[config.mk]
export PLATFORM = sky130hd
export DESIGN_NAME = mem_bus_arbiter
export DESIGN_NICKNAME = d
export VERILOG_FILES = /design/src/rtl/mem_arb_pkg.sv /design/src/rtl/arb_rr_pick.sv /design/src/rtl/mem_bus_arbiter.sv
export SDC_FILE = /design/constraint.sdc
export NUM_CORES = 1
export LEC_CHECK = 0
export ABC_AREA = 1
export CAP_MARGIN = 20
export CORE_UTILIZATION = 44
export CTS_BUF_LIST = sky130_fd_sc_hd__clkbuf_8
export CTS_CLUSTER_SIZE = 14
export DETAILED_ROUTE_END_ITERATION = 8
export HOLD_SLACK_MARGIN = 0.1
export PLACE_DENSITY = 0.94
export SETUP_SLACK_MARGIN = 0.4
export SYNTH_ARGS = -nofsm -noshare
export SYNTH_HDL_FRONTEND = slang
export SYNTH_HIERARCHICAL = 1
export SYNTH_SLANG_ARGS = --single-unit
export TNS_END_PERCENT = 30
[constraint.sdc]
create_clock -name clock -period 2.1 [get_ports clock]
set_input_delay 0.21 -clock clock [delete_from_list [all_inputs] [get_ports clock]]
set_output_delay 0.21 -clock clock [all_outputs]
set_load 0.01 [all_outputs]
[src/rtl/mem_arb_pkg.sv]
// Shared encodings for the two-master memory bus arbiter: FSM states, master ids, wait counter width.
package mem_arb_pkg;

  typedef enum logic [1:0] {
    ST_IDLE   = 2'd0,
    ST_ACCESS = 2'd1,
    ST_DONE   = 2'd2
  } state_t;

  localparam logic M0 = 1'b0;
  localparam logic M1 = 1'b1;

  localparam int WAIT_CNT_W = 4;

endpackage

[src/rtl/arb_rr_pick.sv]
// Combinational winner select for two requesters.
// ARB_FIXED_PRIO_EN: when defined, m0 wins every tie; otherwise ties alternate away from last_gnt.
module arb_rr_pick
  import mem_arb_pkg::*;
(
  input  logic req0,
  input  logic req1,
  input  logic last_gnt,
  output logic valid,
  output logic winner
);

`ifdef ARB_FIXED_PRIO_EN
  logic unused_last_gnt;
  assign unused_last_gnt = last_gnt;
`endif

  always_comb begin
    valid  = req0 | req1;
    winner = M0;
    if (req0 && req1) begin
`ifdef ARB_FIXED_PRIO_EN
      winner = M0;
`else
      winner = ~last_gnt;
`endif
    end else if (req1) begin
      winner = M1;
    end
  end

endmodule

[src/rtl/mem_bus_arbiter.sv]
// Shares one external memory port between two masters: one latched access at a time,
// WAIT_CYCLES strobe cycles, then a one-cycle ack. Tie-break mode set by ARB_FIXED_PRIO_EN.
module mem_bus_arbiter
  import mem_arb_pkg::*;
#(
  parameter int ADDR_W      = 16,
  parameter int DATA_W      = 16,
  parameter int WAIT_CYCLES = 2
) (
  input  logic              clock,
  input  logic              reset,
  input  logic              m0_req,
  input  logic              m0_wr,
  input  logic [ADDR_W-1:0] m0_addr,
  input  logic [DATA_W-1:0] m0_wdata,
  output logic              m0_gnt,
  output logic              m0_ack,
  input  logic              m1_req,
  input  logic              m1_wr,
  input  logic [ADDR_W-1:0] m1_addr,
  input  logic [DATA_W-1:0] m1_wdata,
  output logic              m1_gnt,
  output logic              m1_ack,
  output logic [DATA_W-1:0] rdata,
  output logic [ADDR_W-1:0] mem_addr,
  output logic [DATA_W-1:0] mem_wdata,
  output logic              mem_rd,
  output logic              mem_wr,
  input  logic [DATA_W-1:0] mem_rdata
);

  localparam logic [WAIT_CNT_W-1:0] CNT_LOAD = WAIT_CNT_W'(WAIT_CYCLES - 1);

  state_t                state;
  logic [WAIT_CNT_W-1:0] cnt;
  logic                  wr_q;
  logic                  owner;
  logic                  last_gnt;
  logic                  pick_valid;
  logic                  pick_winner;

  arb_rr_pick u_pick (
    .req0     (m0_req),
    .req1     (m1_req),
    .last_gnt (last_gnt),
    .valid    (pick_valid),
    .winner   (pick_winner)
  );

  always_ff @(posedge clock or negedge reset) begin
    if (!reset) begin
      state     <= ST_IDLE;
      cnt       <= '0;
      wr_q      <= 1'b0;
      owner     <= M0;
      last_gnt  <= M1;
      mem_addr  <= '0;
      mem_wdata <= '0;
      rdata     <= '0;
    end else begin
      case (state)
        ST_IDLE: begin
          if (pick_valid) begin
            owner     <= pick_winner;
            last_gnt  <= pick_winner;
            wr_q      <= pick_winner ? m1_wr    : m0_wr;
            mem_addr  <= pick_winner ? m1_addr  : m0_addr;
            mem_wdata <= pick_winner ? m1_wdata : m0_wdata;
            cnt       <= CNT_LOAD;
            state     <= ST_ACCESS;
          end
        end
        ST_ACCESS: begin
          // Last strobe cycle: capture memory data on the same edge that leaves ACCESS.
          if (cnt == '0) begin
            if (!wr_q) rdata <= mem_rdata;
            state <= ST_DONE;
          end else begin
            cnt <= cnt - 1'b1;
          end
        end
        ST_DONE: state <= ST_IDLE;
        default: state <= ST_IDLE;
      endcase
    end
  end

  // Outputs decode state only, so async reset drops them immediately.
  logic busy, done;
  assign busy   = (state == ST_ACCESS) || (state == ST_DONE);
  assign done   = (state == ST_DONE);
  assign m0_gnt = busy && (owner == M0);
  assign m1_gnt = busy && (owner == M1);
  assign m0_ack = done && (owner == M0);
  assign m1_ack = done && (owner == M1);
  assign mem_rd = (state == ST_ACCESS) && !wr_q;
  assign mem_wr = (state == ST_ACCESS) && wr_q;

endmodule

==> impl_results.md, run 1 <==
- Status: finished, final reports clean
- Max-slew violations: 0
- Syn Area/Cell: around 8.5 um2
- # rows: 28
- Critical path buffers and inverters: 4
- Cell taking the most area after synthesis: dfrtp_1
- Adder-Cell Fraction of Synth Area: under 10%
- Grt total ovfl: 0
- Crit. End Element: primary output
- Finish-stage setup viols: 0
- Main combinational cell family by area after synthesis: compound AO/OA/AOI/OAI gates
- Die W: 80.5 um
- Largest net degree at the start of global routing: 37
- Fill cell count: roughly 420
- DPL Wire Length: roughly 5500 um
- Max_slew headroom: 65.3%
- Top cell type's share of synthesized area: between 50% and 60%
- Drt pass-1 iters: 4
- Final period util: between 80% and 90%
- Crit Reg-Reg Startpoint: state[0]
- Crit path largest cell delay: between 300 and 400 ps
- Htree depth: 3
- #FFs+latches synth: 57
- Antenna-violating nets left: 0
- Crit start category: flop
- TritonCTS buffer count: 9
- Kind of cell adding the most delay to the critical path: buffers and inverters
- Mux cell area share after synthesis: 0%
- Clock sinks: between 50 and 60
- Switching part of the total: approximately two fifths
- Post-synthesis simple-gate area fraction: a little under a fifth
- Sequential share of power: about 33%
- Design Area, Final: 4390 um2
- Synth unique cells: 22
- Post-Syn Area: approximately 2700 um2
- Crit-path cells: buf_4, buf_4, ha_4, inv_4, nor2_4, clkbuf_2
- DIE AREA: about 6500 um2
- Post-Syn Instances: 320
- Avg WL per Cell: between 10 and 15 um
- Synth area leaders: dfrtp_1 52%, a21oi_1 13%, nand2_1 9.8%, o21ai_2 5.2%, nor2_1 5.1%
- Initial Util: a little under half
- Fmax: slightly below 600 MHz
- Xor and xnor area share after synthesis: 0%
- Fraction of layout cells with a size suffix above 1: around 11%
- Clock Power Share: between 10% and 20%
- Final wirelength: 7590 um
- Leakage: between 2 and 2.5 nW
- Clk_skew: about 6.0 ps
- CP max stage cell: dfrtp_1
- RSZ-0062 raised after global routing: yes
- N_diodes: 0
- Root buf cell: clkbuf_8
- DRC: 0
- Register area share after synthesis: between 50% and 60%
- Synth Warn #: 6
- Gr usage total: ~24%
- PD cells: about 1400 nW/um2
- Worst Tran Pin Value: roughly 520 ps
- Global-route wire length before repair: 11600 um
- Combinational fraction of design power: a little over half
- # IOs: between 100 and 150
- Worst-skew pair later-pin latency: 320 ps
- R2R setup slack: around 530 ps
- Most used cell, CP: buf_4
- Max_cap viols: 0
- R2R cell count: 7
- Post-Syn Nets: approximately 410
- Final Critical Period: ~1700 ps
- Worst Path Arrival: roughly 1500 ps
- Setup_tns: 0 ps
- Die H: 80.5 um
- Gpl congestion: 0.856
- WS Path Type: flop to primary output
- Vias per cell: 4.92
- Via count: roughly 2700
- Int Power: 3.71 mW
- Core area: around 5900 um2
- Area Overhead vs Synth: 61.8%
- Max Fanout on Critical Path: 6
- Final hold vios: 0
- TritonCTS clock tree: done
- Initial DRC count: between 100 and 150
- IR drop worst, VDD: around 0.72 mV
- Area post-placement: 4190 um2
- Fin nets: about 560
- Worst-path clk slew: 60 ps
- Reg-to-Reg End: rdata[15]
- Critical Path RT: about 1900 ps
- Synth Area in Compound Gates: between 10% and 20%
- Psw: about 2.3 mW
- PortBufs: 139
- HP Class: input pin to asynchronous set/reset pin
- Antenna violations before repair: 0
- CTS Buffer Depth: 2
- Vias in the first global route: around 2600
==> layout by cell type (no fill, tap or decap) <==
cell type / instances
a21oi_1: 67
nand3_2: 1
dfrtp_1: 56
buf_2: 1
clkbuf_8: 10
nand3_1: 4
clkinv_1: 1
dfstp_2: 1
nand2_2: 1
a21oi_2: 1
ha_1: 5
clkinv_2: 1
or2_2: 2
nor2_1: 37
inv_4: 1
inv_1: 34
ha_4: 1
dlygate4sd2_1: 4
dlygate4sd3_1: 1
o21ai_0: 6
nor2_4: 1
inv_2: 1
buf_4: 10
o21ai_2: 16
or2_1: 1
nand2_1: 71
clkbuf_2: 2
buf_12: 1
clkdlybuf4s50_1: 132
nand3_4: 2
==> registers in the layout, summed over array words and instances, names as in the netlist <==
register	cells
owner	1
wr_q	1
cnt	4
mem_addr	16
rdata	16
mem_wdata	16
last_gnt	1
state	2
==> logic make-up after synthesis <==
family          after synthesis
fa+ha+maj                     6
compound gates               90
simple gates                119
buf+inv                      48
flops                        57
==> routing by layer <==
layer | share of wire [%] | global-route usage, %
met5 | 0 | 0
met1 | 39 | 26.9
met3 | 6.4 | 6.59
met2 | 53 | 42.9
met4 | 1.3 | 10.0
==> per-stage QoR <==
stage | cells | setup slack, ps | power (mW) | utilization (%) | hold slack (ps)
2_1_floorplan | 320 | 690 | 3.58 | - | -85.6
3_3_place_gp | 527 | 417 | 5.05 | 70.7 | 206
3_5_place_dp | 527 | 362 | 5.19 | 70.7 | 215
4_1_cts | 546 | 279 | 6.06 | 73.9 | 391
5_1_grt | 547 | 333 | 6.55 | 74.2 | 436
6_report | 547 | 410 | 6.06 | 74.2 | 401
==> how the worst max path moves through the flow <==
stage | start | end | slack (ps) | cells after the start
floorplan | state[1] | rdata[10] | 690 | 8
global placement | state[1] | mem_rd | 420 | 5
global route | state[1] | m0_gnt | 330 | 5
detailed placement | state[1] | mem_rd | 360 | 5
CTS | state[0] | mem_rd | 280 | 6
finish | state[0] | mem_rd | 410 | 6
==> synthesized netlist by cell type <==
cell	number
dfstp_2	1
nand2_1	71
nand3_4	1
inv_1	30
o21ai_2	16
clkbuf_1	5
a21oi_1	68
inv_2	1
o21ai_0	6
dfrtp_1	56
or2_1	1
nor2_1	37
nand3_2	1
ha_1	6
buf_6	3
buf_1	1
nand2_2	1
or2_2	2
buf_2	7
nor2_4	1
nand3_1	4
clkinv_1	1
==> final cells by class <==
cell class / count / area [um2] / share of cell area, %
inverters: 32 / 123 / 2.79
clock buffers: 10 / 138 / 3.13
flip-flops and latches: 57 / 1430 / 32.5
well taps: 75 / 93.8 / 2.14
clock inverters: 6 / 23.8 / 0.541
multi-input cells: 216 / 1110 / 25.2
repair buffers: 151 / 1480 / 33.6
==> what timing repair did <==
| action | CTS | global route |
|---|---|---|
| hold buffers | 1 | 0 |
| cloned | 0 | 1 |
| endpoints found under the hold margin | 21 | 0 |
| resized for setup | 9 | 6 |
| buffers inserted | 2 | 0 |
| endpoints found under the setup margin | 22 | 20 |
==> power by group through the flow <==
stage	registers (mW)	logic [mW]	clock network, mW
2_1_floorplan	2.20	1.38	0
3_3_place_gp	1.99	3.06	0
3_5_place_dp	2.01	3.18	0
4_1_cts	2.00	3.21	0.849
5_1_grt	2.06	3.58	0.904
6_report	2.00	3.24	0.828
No activity file was read; power rests on OpenSTA's default activity.
==> run 2: changes to the inputs <==
Settings changed: CORE_UTILIZATION 44 to 37, PLACE_DENSITY 0.94 to 0.85.
Clock period 2.1 ns to 1.5 ns, I/O delays scaled along.
==> impl_results.md, run 2 (synthesized netlist as in run 1, its figures left out) <==
- Status: finished, final reports clean (unchanged)
- Vias in the first global route: 2629 (was 2594)
- Worst Path Arrival: 1310 ps (was 1480 ps)
- Gpl congestion: 0.761 (was 0.856)
- TritonCTS buffer count: 9 (unchanged)
- Final core occ: 66.9% (was 74.2%)
- CTS Buffer Depth: 2 (unchanged)
- Worst setup margin: 39.6 ps (was 410 ps)
- Fraction of layout cells with a size suffix above 1: 20.7% (was 11.2%)
- Via count: 2806 (was 2691)
- Fin nets: 571 (was 559)
- Max_cap viols: 0 (unchanged)
- Initial DRC count: 75 (was 123)
- Avg WL per Cell: 14.4 um (was 13.9 um)
- Crit-path cells: inv_2, ha_4, inv_1, nor2_1, buf_2 (was buf_4, buf_4, ha_4, inv_4, nor2_4, clkbuf_2)
- Final wirelength: 8350 um (was 7590 um)
- R2R setup slack: 60 ps (was 530 ps)
- Placed Cells: 554 (was 527)
- Leakage: 2.15 nW (was 2.01 nW)
- Largest net degree at the start of global routing: 35 (was 37)
- Finish-stage setup viols: 0 (unchanged)
- HP Class: input pin to asynchronous set/reset pin (unchanged)
- Area Overhead vs Synth: 71.1% (was 61.8%)
- Worst Tran Pin Value: 320 ps (was 520 ps)
- Critical Path RT: 1350 ps (was 1890 ps)
- # IOs: 140 (unchanged)
- N_diodes: 0 (unchanged)
- Initial Util: 39.1% (was 45.8%)
- Antenna-violating nets left: 0 (unchanged)
- Leading cell type in the layout, fill and taps excluded: clkdlybuf4s50_1 (unchanged)
- Core area: 6940 um2 (was 5920 um2)
- DPL Wire Length: 5630 um (was 5510 um)
- Max-slew violations: 0 (unchanged)
- Drt pass-1 iters: 4 (unchanged)
- Commonest non-fill, non-tap cells in the layout: 116 x clkdlybuf4s50_1, 65 x a21oi_1, 61 x nand2_1 (was 132 x clkdlybuf4s50_1, 71 x nand2_1, 67 x a21oi_1)
- Total power draw: 9.16 mW (was 6.06 mW)
- Max_slew headroom: 78.7% (was 65.3%)
- Worst hold slack: 253 ps (was 401 ps)
- Root buf cell: clkbuf_8 (unchanged)
- Fmax: 685 MHz
- Final Critical Period: 1460 ps
- Crit start category: flop (unchanged)
- Clk_skew: 8.62 ps (was 5.96 ps)
- PD cells: 1970 nW/um2 (was 1380 nW/um2)
- WS Path Type: flop to primary output (unchanged)
- Die W: 87.6 um (was 80.5 um)
- Dpl ws: -84.6 ps (was 362 ps)
- IR drop worst, VDD: 1.00 mV (was 0.716 mV)
- # rows: 30 (was 28)
- Layout Cells excl Fill: 580 (was 547)
- TritonCTS clock tree: done (unchanged)
- Crit Reg-Reg Startpoint: state[1] (was state[0])
- Worst-skew pair later-pin latency: 330 ps (was 320 ps)
- Antenna violations before repair: 0 (unchanged)
- Max Fanout on Critical Path: 3 (was 6)
- Grt total ovfl: 0 (unchanged)
- Die H: 87.6 um (was 80.5 um)
- DIE AREA: 7680 um2 (was 6490 um2)
- Vias per cell: 4.84 (was 4.92)
- Final hold vios: 0 (unchanged)
- Footprint of the multi-input gates: 1180 um2 (was 1110 um2)
- Clock sinks: 57 (unchanged)
- Global-route wire length before repair: 12200 um (was 11600 um)
- Htree depth: 3 (unchanged)
- Final period util: between 90 and 100%
- PortBufs: 139 (unchanged)
- Sequential cell area: 1430 um2 (unchanged)
- Worst-path clk slew: 60 ps (about the same)
- CP max stage cell: dfrtp_1 (unchanged)
- Regs by FF count: mem_addr (16), mem_wdata (16), rdata (16) (unchanged)
- R2R cell count: 9 (was 7)
- Reg-to-Reg End: rdata[11] (was rdata[15])
- Fill cell count: 560 (was 415)
- DRC: 0 (unchanged)
- RSZ-0062 raised after global routing: yes (unchanged)
- Crit. End Element: primary output (unchanged)
- Crit path largest cell delay: 390 ps (was 370 ps)
- Gr usage total: 20.7% (was 24.1%)
run 2: cell types whose count changed in the layout (fill, tap and decap cells not counted), moves of 4 or more:
cell             previous run  this run
buf_2                       1        18
nand2_1                    71        61
nand2_2                     1        10
dlymetal6s2s_1              0         4
buf_6                       0         6
dlygate4sd2_1               4         0
clkdlybuf4s50_1           132       116
run 2: where the power goes:
part           internal, mW  switching, mW
logic                  2.47           2.48
registers              2.33          0.475
clock network         0.792          0.602
total                  5.60           3.56
run 2: worst max path at each step:
stage | startpoint | endpoint | slack (ps) | depth (start not counted)
2_1_floorplan | state[1] | rdata[10] | 200 | 8
3_3_place_gp | state[1] | m0_gnt | -40 | 5
3_5_place_dp | state[1] | m0_gnt | -80 | 5
4_1_cts | state[1] | m0_gnt | 40 | 5
5_1_grt | state[1] | rdata[10] | -6 | 9
6_report | state[1] | m0_gnt | 40 | 5
run 2: worst max-delay path, delay by kind of cell (launching register included):
| kind | cells | cell delay [ps] |
|---|---|---|
| flops | 1 | 390 |
| fa+ha+maj | 1 | 280 |
| simple gates | 1 | 70 |
| buf+inv | 3 | 250 |
run 2: final cells by class:
| type | count | area share, % |
|---|---|---|
| Timing Repair inverter | 1 | 0.189 |
| Clock buffer | 10 | 2.96 |
| Timing Repair Buffer | 163 | 34.1 |
| Multi-Input combinational cell | 215 | 25.3 |
| Sequential cell | 57 | 30.7 |
| Clock inverter | 6 | 1.16 |
| Inverter | 32 | 2.91 |
| Tap cell | 96 | 2.59 |
run 2: what timing repair did:
item,4_1_cts,5_1_grt
pin swaps,0,2
hold endpoints to repair,56,0
buffers inserted,4,1
gates resized for setup,79,16
hold buffers,1,0
gates cloned,0,4
setup endpoints to repair,111,100
run 2: metal layers:
metal,GRT usage [%],up-vias,part of all wire (%)
li1,-,1344,-
met1,24.6,1329,40
met2,34.9,121,50
met3,6.79,12,8.5
met4,7.90,0,1.2
met5,0,-,0
run 2: per-stage QoR:
stage / cell area [um2] / setup TNS [ps]
floorplan: 2780 / 0
global placement: 4350 / -108
detailed placement: 4350 / -1550
CTS: 4520 / 0
global route: 4640 / -11.3
finish: 4640 / 0
